## src/rtl/mult32x32_fast_ctrl.sv

```systemverilog
// Sequencer for a 16x16-bit datapath that builds a 32x32-bit product from up to
// four partial products. It picks the operand half-words, the partial-product
// shift and whether the product register is loaded or accumulated. With
// EARLY_TERM set, partial products whose operand upper half-word is zero are
// skipped.
//
// Handshake: start is a request sampled only in IDLE or in the done cycle; it is
// ignored while busy=1. done is a registered one-cycle pulse, high in the cycle
// after the last compute state, and the product register is final then. The
// requester holds the operands, and therefore a_msw_is_0/b_msw_is_0, stable from
// start until done.
module mult32x32_fast_ctrl #(
    parameter logic EARLY_TERM = 1'b1
) (
    input  logic       clk,
    input  logic       reset,
    input  logic       start,
    input  logic       a_msw_is_0,
    input  logic       b_msw_is_0,
    output logic       busy,
    output logic       done,
    output logic       a_sel,
    output logic       b_sel,
    output logic [1:0] shift_sel,
    output logic       upd_prod,
    output logic       clr_prod,
    output logic [2:0] state_dbg
);

    localparam logic [2:0] S_IDLE = 3'd0;
    localparam logic [2:0] S_A0B0 = 3'd1;
    localparam logic [2:0] S_A0B1 = 3'd2;
    localparam logic [2:0] S_A1B0 = 3'd3;
    localparam logic [2:0] S_A1B1 = 3'd4;

    logic [2:0] state;
    logic [2:0] state_nxt;
    logic       done_q;

    // Next-state selection: walk the partial products, skipping zero upper halves.
    always_comb begin
        state_nxt = state;
        case (state)
            S_IDLE: begin
                if (start) state_nxt = S_A0B0;
            end
            S_A0B0: begin
                if (!EARLY_TERM || !b_msw_is_0)      state_nxt = S_A0B1;
                else if (!a_msw_is_0)                state_nxt = S_A1B0;
                else                                 state_nxt = S_IDLE;
            end
            S_A0B1: begin
                if (!EARLY_TERM || !a_msw_is_0)      state_nxt = S_A1B0;
                else                                 state_nxt = S_IDLE;
            end
            S_A1B0: begin
                if (!EARLY_TERM || !b_msw_is_0)      state_nxt = S_A1B1;
                else                                 state_nxt = S_IDLE;
            end
            S_A1B1: begin
                state_nxt = S_IDLE;
            end
            default: begin
                state_nxt = S_IDLE;
            end
        endcase
    end

    // State register and done pulse; done fires when a compute state hands back to IDLE.
    always_ff @(posedge clk) begin
        if (reset) begin
            state  <= S_IDLE;
            done_q <= 1'b0;
        end else begin
            state  <= state_nxt;
            done_q <= (state != S_IDLE) && (state_nxt == S_IDLE);
        end
    end

    // Moore decode of the datapath controls from the current state.
    always_comb begin
        busy      = 1'b0;
        a_sel     = 1'b0;
        b_sel     = 1'b0;
        shift_sel = 2'b00;
        upd_prod  = 1'b0;
        clr_prod  = 1'b0;
        case (state)
            S_A0B0: begin
                busy     = 1'b1;
                clr_prod = 1'b1;
            end
            S_A0B1: begin
                busy      = 1'b1;
                b_sel     = 1'b1;
                shift_sel = 2'b01;
                upd_prod  = 1'b1;
            end
            S_A1B0: begin
                busy      = 1'b1;
                a_sel     = 1'b1;
                shift_sel = 2'b01;
                upd_prod  = 1'b1;
            end
            S_A1B1: begin
                busy      = 1'b1;
                a_sel     = 1'b1;
                b_sel     = 1'b1;
                shift_sel = 2'b10;
                upd_prod  = 1'b1;
            end
            default: begin
                busy = 1'b0;
            end
        endcase
    end

    assign done      = done_q;
    assign state_dbg = state;

endmodule

```

## config.mk

```make
export PLATFORM = sky130hd
export DESIGN_NAME = mult32x32_fast_ctrl
export DESIGN_NICKNAME = d
export VERILOG_FILES = /design/src/rtl/mult32x32_fast_ctrl.sv
export SDC_FILE = /design/constraint.sdc
export NUM_CORES = 1
export LEC_CHECK = 0
export BUFFER_PORTS_ARGS = -buffer_cell sky130_fd_sc_hd__buf_2
export CAP_MARGIN = 20
export CORE_AREA = 2 2 39 41
export DETAILED_ROUTE_END_ITERATION = 8
export DIE_AREA = 0 0 41 43
export PLACE_DENSITY_LB_ADDON = 0.12
export SLEW_MARGIN = 20
export SYNTH_ARGS = -nofsm -noshare
export SYNTH_HDL_FRONTEND = slang
export SYNTH_SLANG_ARGS = --single-unit
```

## constraint.sdc

```tcl
create_clock -name clk -period 0.9 [get_ports clk]
set_input_delay 0.18 -clock clk [delete_from_list [all_inputs] [get_ports clk]]
set_output_delay 0.18 -clock clk [all_outputs]
set_load 0.03 [all_outputs]
```

### Yosys cells after proc, flatten, opt, wreduce, memory -nomap -nowiden

Cells that the tools add are included.

* equal/unequal tests: 4
* mux-type cells: 11
* reduce and logical (&&, ||, !) cells: 9

Operators with widths (count)
* $pmux W3 S4: 1
* $eq A3 B2 Y1 const B: 2
* $logic_not A3 Y1: 2
* $mux W3: 2
* $reduce_or A2 Y1: 3
* $mux W1: 5
* $mux W2: 2
* $pmux W2 S2: 1
* $reduce_or A4 Y1: 1
* $eq A3 B1 Y1 const B: 1
* $eq A3 B3 Y1 const B: 1
* $reduce_bool A3 Y1: 1
* $reduce_or A3 Y1: 1
* $logic_and A1 B1 Y1: 1

* flip-flop bits (word level): 4
* input bits: 5
* output and inout bits: 11
* word-level logic and storage cells: 26

### Longest topological paths before layout

Gate-level depths: netlist (run 1).

* depth after elaboration: 5
* gate-level depth with buffers: 4
* gate-level depth less buffers: 3

### Worst setup path after synthesis (run 1)

OpenSTA, ideal clock, no wires.

* path type: register -> output
* start point: register state[0], in the netlist state_dbg[0]
* end point: output clr_prod
* data arrival time: 1.447 ns
* required time: 0.720 ns
* slack: -0.727 ns
* stages on the path, launching flop included: 3
* path buffers: 1
* path through: dfxtp_1 buf_6 nor3b_1

* cells in the longest elaborated chain, start to end: 2

Ends and longest elaborated chain
* from (decl): RTL line 36 `logic [2:0] state;`
* from (signal assigned): RTL line 75 `state <= state_nxt;`
* $eq A3 B1 Y1: RTL line 88 `case (state)`
* $mux W1: RTL line 88
* to (decl): RTL line 26 `output logic clr_prod,`

Every way passes these cells.

### Final worst setup path (run 1)

* start point: register state[1], in the netlist state_dbg[1]
* end point: output a_sel

* cells in the longest elaborated chain, start to end: 3
* elaborated cells between the ends (all ways): 4
* classes of those cells: 2 x eq/ne; 1 x mux; 1 x reduce/logical

Ends and longest elaborated chain
* $eq A3 B3 Y1 / $eq A3 B2 Y1 (equally long branches): RTL line 88
* $reduce_or A2 Y1 (no line) (*)
* $mux W1 (*): RTL line 88
* to (decl): RTL line 22 `output logic a_sel,`

Mark *: on every way between the ends. The rest lies on a longest branch, timed or not.

==> flow_metrics.tcl, run 1 <==
set metrics [dict create \
    setup-violations-final 14 \
    antenna_found_initial 0 \
    cts_buffers 3 \
    rsz0062_at_grt "yes" \
    path_max_fanout 5 \
    antennaDiodeCount 0 \
    clkSinkCount 4 \
    gp_congestion 0.661 \
    synth_compound_area_share_pct 9.57 \
    regToRegStartpoint "state_dbg[0]$_SDFF_PP0_" \
    synth_xor_area_share_pct 3.04 \
    slew_headroom_pct 86.9 \
    ys_ff_latch 4 \
    vias_per_cell 4.35 \
    grt_pass1_vias 340 \
    initial_core_util_pct 20.8 \
    port_buffers 15 \
    stdcell_count 78 \
    synth.area.top_cells "dfxtp_1 (28%), nor3_2 (10%), nand2_1 (7.8%)" \
    grt_overflow 0 \
    ant_nets 0 \
    dpl.hpwl_um 607 \
    finalHoldViolations 0 \
    coreArea_mm2 0.00138 \
    place_area_um2 520 \
    synth-simple-area-share_pct 43.5 \
    yosys_warnings 0 \
    drc 0 \
    leakagePower_nw 0.311 \
    path_clk_slew_ns 0.04 \
    cts_buffer_depth 2 \
    cts_root_buffer "clkbuf_4" \
    cp-startpoint "state_dbg[1]$_SDFF_PP0_" \
    crit_type "reg -> out" \
    first_pass_iters 1 \
    syn_area_um2 288 \
    fmax_mhz 775 \
    layout_common_cells "buf_6 (16), buf_4 (7), buf_2 (4)" \
    dp.cells 69 \
    ios 16 \
    hp-class "in -> reg" \
    grt_max_degree 8 \
    setup_ws_ns -0.391 \
    synth_top_area_share_pct 27.8 \
    tightest_slew_ns 0.196 \
    grt_pass1_wl_um 1490 \
    cts_hold_buffers 0 \
    synthesis.nets 38 \
    p_per_area_mw_per_mm2 1130 \
    start_kind "flop" \
    fin_skew_ns 0.00381 \
    fp.dieH_um 43 \
    slew_violations 0 \
    wl_per_cell_um 12.1 \
    cap_violations 0 \
    clk_latency_ns 0.24 \
    synth_mux_area_share_pct 3.91 \
    fin_crit_sh_pct 143 \
    min_from "reset" \
    layout-drive-gt1-share_pct 85.5 \
    critPathRequiredTime_ns 0.72 \
    htree_levels 1 \
    wirelength_um 946 \
    synth_top_family_by_area "simple AND/OR/NAND/NOR gates" \
    synthAdderAreaFrac_pct 0 \
    die-area_mm2 0.00176 \
    drt_iter0_drc 0 \
    yosys.area.top_type "dfxtp_1" \
    yosysSeqAreaShare_pct 27.8 \
    cts_tree "built" \
    peakVddDrop_uv 395 \
    worstSetupEndpointType "output pin" \
    status "finished with violations" \
    synth_cell_types 18 \
    syn-instance-count 33 \
    final_nets 68 \
    track_usage_pct 12.7 \
    via_count 339 \
    die_w_um 41 \
    final_common_cell "buf_6" \
    synthToLayoutAreaGrowth_pct 142 \
    layout_min_cycle_time_ns 1.29 \
    fin_area_um2 697 \
    avgSynthCellArea_um2 8.72 \
    violations "setup timing" \
    rows 14 \
    cp.arrival_ns 1.11 \
]
[cell type report]
cell class                      count  area, um2
Timing Repair Buffer               28        268
Clock buffer                        4       26.3
Inverter                            3       16.3
Tap cell                           16       20.0
Multi-Input combinational cell     23        274
Sequential cell                     4       92.6
Fill cell                         126        687
[power breakdown]
group / internal, mW / leakage [nW] / switching [mW]
Sequential: 0.184 / 0.0353 / 0.0140
Clock: 0.167 / 0.0150 / 0.0838
Combinational: 0.173 / 0.261 / 0.165
[registers in the layout, summed over array words and instances (netlist names)]
| name | flops |
|---|---|
| done | 1 |
| state_dbg | 3 |
[worst paths after layout]
kind         slack [ns]                      end  cells past startpoint
max               -0.39                    a_sel                      4
min                0.19  state_dbg[0]$_SDFF_PP0_                      2
max reg2reg       -0.35  state_dbg[0]$_SDFF_PP0_                      6
min reg2reg        0.64  state_dbg[2]$_SDFF_PP0_                      2
[logic make-up after synthesis]
| family | Yosys count |
|---|---|
| DFF | 4 |
| xor gates and xnor gates | 1 |
| AOI/OAI and AO/OA | 5 |
| muxes | 1 |
| and+or+nand+nor | 16 |
| buffers and inverters | 6 |
[synthesized netlist by cell type (all sizes together)]
cell,number
nand2,6
nor4b,1
o21ai,1
a31oi,2
nand2b,1
xnor2,1
inv,3
and4bb,1
nor3,3
nor3b,3
buf,3
nor2,1
a21oi,2
mux2,1
dfxtp,4
[repair_timing]
| action | CTS | global route |
|---|---|---|
| pin swaps | 7 | 5 |
| setup endpoints to repair | 15 | 15 |
| resized for setup | 25 | 10 |
| buffers inserted | 4 | 2 |
[per-layer routing]
layer	part of all wire [%]	GRT usage [%]	vias up	wire length, um
met5	0	0	-	0
met4	0	8.00	0	0
met3	7.0	4.71	0	66
met2	54	17.8	12	515
met1	39	15.7	156	365
li1	-	-	171	-
[worst max-delay path: stages, from the launching register on]
cell     delay [ns]
dfxtp_4        0.37
nor2_4         0.18
nand2_4        0.11
o21ai_4        0.07
buf_6          0.14
[metrics by stage]
step	hold WS (ns)	setup TNS (ns)	utilization (%)	worst slack (ns)	power, mW
2_1_floorplan	0.242	-1.68	-	-0.231	0.389
3_3_place_gp	0.412	-1.60	37.6	-0.199	0.454
3_5_place_dp	0.415	-1.66	37.6	-0.219	0.453
4_1_cts	0.166	-3.66	47.2	-0.426	0.776
5_1_grt	0.180	-4.57	50.4	-0.440	0.832
6_report	0.189	-4.01	50.4	-0.391	0.787
Note: power is estimated with default switching activity, not from simulation.
==> inputs of run 2 (changes only) <==
--- a/config.mk
+++ b/config.mk
@@ -5,6 +5,7 @@
 export SDC_FILE = /design/constraint.sdc
 export NUM_CORES = 1
 export LEC_CHECK = 0
+export ABC_AREA = 1
 export BUFFER_PORTS_ARGS = -buffer_cell sky130_fd_sc_hd__buf_2
 export CAP_MARGIN = 20
 export CORE_AREA = 2 2 39 41
==> run 2 against run 1 <==
Compared with the run above:
- the run still ends with setup timing left
- worst setup slack worse by 0.047 ns
- area after synthesis is 16% lower
- clock power hardly changed
- sequential power hardly changed
- cell area is 12% lower
- utilization is 6.1 points lower
- maximum frequency is 3.5% lower
- flip-flop and latch count stayed put
- critical path type unchanged
- wire length is 13% lower
- first-iteration DRC count is 3 higher
- final cell count is 12% higher
==> flow_metrics.tcl, run 2 <==
set metrics [dict create \
    via_count 363 \
    track_usage_pct 9.93 \
    fin_area_um2 612 \
    layout-drive-gt1-share_pct 73.2 \
    layout_common_cells "buf_6 (12), buf_4 (8), inv_1 (6), nand2_1 (6)" \
    slew_violations 0 \
    drc 0 \
    clkSinkCount 4 \
    cts_tree "built" \
    antenna_found_initial 0 \
    grt_pass1_vias 329 \
    htree_levels 1 \
    crit_path_cell_trace "nor2_4 -> nand2_4 -> inv_6 -> or2_4 -> buf_6" \
    clkPwrFrac_pct 34.3 \
    n_fill_cell 139 \
    setup-violations-final 13 \
    p_comb_share_pct 38.7 \
    place_area_um2 447 \
    syn_area_um2 243 \
    grt_max_degree 6 \
    final_nets 77 \
    grt.busiest_layer "met2" \
    final.setup.tns_ns -3.35 \
    vias_per_cell 4.17 \
    synth_edf_count 0 \
    status "finished with violations" \
    grt_overflow 0 \
    fin_skew_ns 0.00668 \
    violations "setup timing" \
    path_delay_family "simple AND/OR/NAND/NOR gates" \
    wirelength_um 827 \
    synthToLayoutAreaGrowth_pct 152 \
    synth_most_common_cell "inv_1" \
    avgSynthCellArea_um2 5.78 \
    clk_latency_ns 0.24 \
    synth.area.top_cells "dfxtp_1 (33%), inv_1 (14%), nand3_1 (12%)" \
    power_mw 0.739 \
    power_frac_seq_pct 27.0 \
    synth_top_area_share_pct 33.0 \
    die-area_mm2 0.00176 \
    fp.dieH_um 43 \
    yosys.area.top_type "dfxtp_1" \
    coreArea_mm2 0.00138 \
    path_clk_slew_ns 0.04 \
    cp.arrival_ns 1.16 \
    grt_pass1_wl_um 1170 \
    cap_violations 0 \
    fmax_mhz 747 \
    fin_crit_sh_pct 149 \
    cts_hold_buffers 0 \
    path_max_fanout 5 \
    drt_iter0_drc 3 \
    antennaDiodeCount 0 \
    ant_nets 0 \
    use_met2_pct 15.6 \
    final_common_cell "buf_6" \
    p_per_area_mw_per_mm2 1210 \
    rows 14 \
    first_pass_iters 2 \
    cts_buffers 3 \
    worstSetupEndpointType "output pin" \
    syn-instance-count 42 \
    yosys_warnings 0 \
    slowest_delay_ns 0.37 \
    synthArstFlopShare_pct 0 \
    port_buffers 15 \
    cts_buffer_depth 2 \
    synthesis.nets 47 \
    cts_root_buffer "clkbuf_4" \
    use_met1_pct 10.9 \
    rsz0062_at_grt "yes" \
    cp_slowest_cell "dfxtp_4" \
    netlist_top_cells_count "inv_1 (9), nand2_1 (8), nor2_1 (7)" \
    die_w_um 41 \
    leakagePower_nw 0.329 \
    hp-class "in -> reg" \
    layout_min_cycle_time_ns 1.34 \
    p_int_mw 0.481 \
    yosysSeqAreaShare_pct 33.0 \
    finalHoldViolations 0 \
    slew_headroom_pct 88.3 \
    critPathRequiredTime_ns 0.72 \
    largest_reg_flops 3 \
    tightest_slew_ns 0.175 \
    synth_cell_types 11 \
    initial_core_util_pct 17.5 \
    netSwitchingPower_mw 0.258 \
    ios 16 \
    gp_congestion 0.623 \
    crit_type "reg -> out" \
    grt_util_met3_pct 1.57 \
    start_kind "flop" \
    setup_ws_ns -0.439 \
    crit_buf_inv 2 \
    peakVddDrop_uv 727 \
    wl_per_cell_um 9.51 \
    switching_share_pct 34.9 \
    dpl.hpwl_um 600 \
    ys.flop_type "dfxtp_1" \
    ys_ff_latch 4 \
]
## run 2: worst paths after layout
| path | endpoint | depth (start not counted) | slack (ns) | startpoint |
|---|---|---|---|---|
| max | a_sel | 5 | -0.44 | state_dbg[0]$_SDFF_PP0_ |
| min | state_dbg[1]$_SDFF_PP0_ | 2 | 0.15 | reset |
| max reg2reg | done$_SDFF_PP0_ | 5 | -0.07 | state_dbg[1]$_SDFF_PP0_ |
| min reg2reg | state_dbg[2]$_SDFF_PP0_ | 3 | 0.60 | state_dbg[2]$_SDFF_PP0_ |
## run 2: cell families (layout without fill, tap and decap cells)
logic type	after synthesis	in the layout	synth area share, %
compound gates	2	2	5.67
buf+inv	12	41	18.6
flops	4	4	33.0
simple gates	24	24	42.8
## run 2: what timing repair did
action,4_1_cts,5_1_grt
buffers inserted,3,3
endpoints found under the setup margin,15,14
resized for setup,19,15
pin swaps,1,7
## run 2: per-stage QoR
stage | setup slack [ns] | cells | hold WS, ns | util [%]
final | -0.439 | 87 | 0.145 | 44.2
after global routing | -0.479 | 87 | 0.151 | 44.2
after floorplan | -0.202 | 42 | 0.236 | -
after global placement | -0.251 | 79 | 0.381 | 32.3
after CTS | -0.455 | 86 | 0.127 | 40.4
after detailed placement | -0.273 | 79 | 0.386 | 32.3
## run 2: per-layer routing
layer	vias to the layer above	routed length (um)
li1	180	-
met2	10	449
met4	0	22
met3	3	37
met1	170	318
met5	-	0
## run 2: final cells by class
class / instances / area, um2 / share of cell area (%)
clock buffer: 4 / 26.3 / 4.29
inverter: 12 / 52.6 / 8.59
multi-input combinational: 26 / 199 / 32.5
sequential: 4 / 91.3 / 14.9
tap: 16 / 20.0 / 3.27
timing repair buffer: 25 / 223 / 36.4
## run 2: worst register-to-register path: cells and delay by family (launching register included)
kind / cells / cell delay (ns)
buffers and inverters: 1 / 0.06
AND/OR/NAND/NOR: 3 / 0.32
AO/OA/AOI/OAI: 1 / 0.11
flip-flops: 1 / 0.37
## run 2: power by group through the flow
stage / clock network, mW / registers [mW] / logic, mW
after floorplan: 0 / 0.223 / 0.124
after global placement: 0 / 0.202 / 0.224
final: 0.253 / 0.200 / 0.286
after CTS: 0.262 / 0.200 / 0.254
after global routing: 0.274 / 0.201 / 0.305
after detailed placement: 0 / 0.202 / 0.221
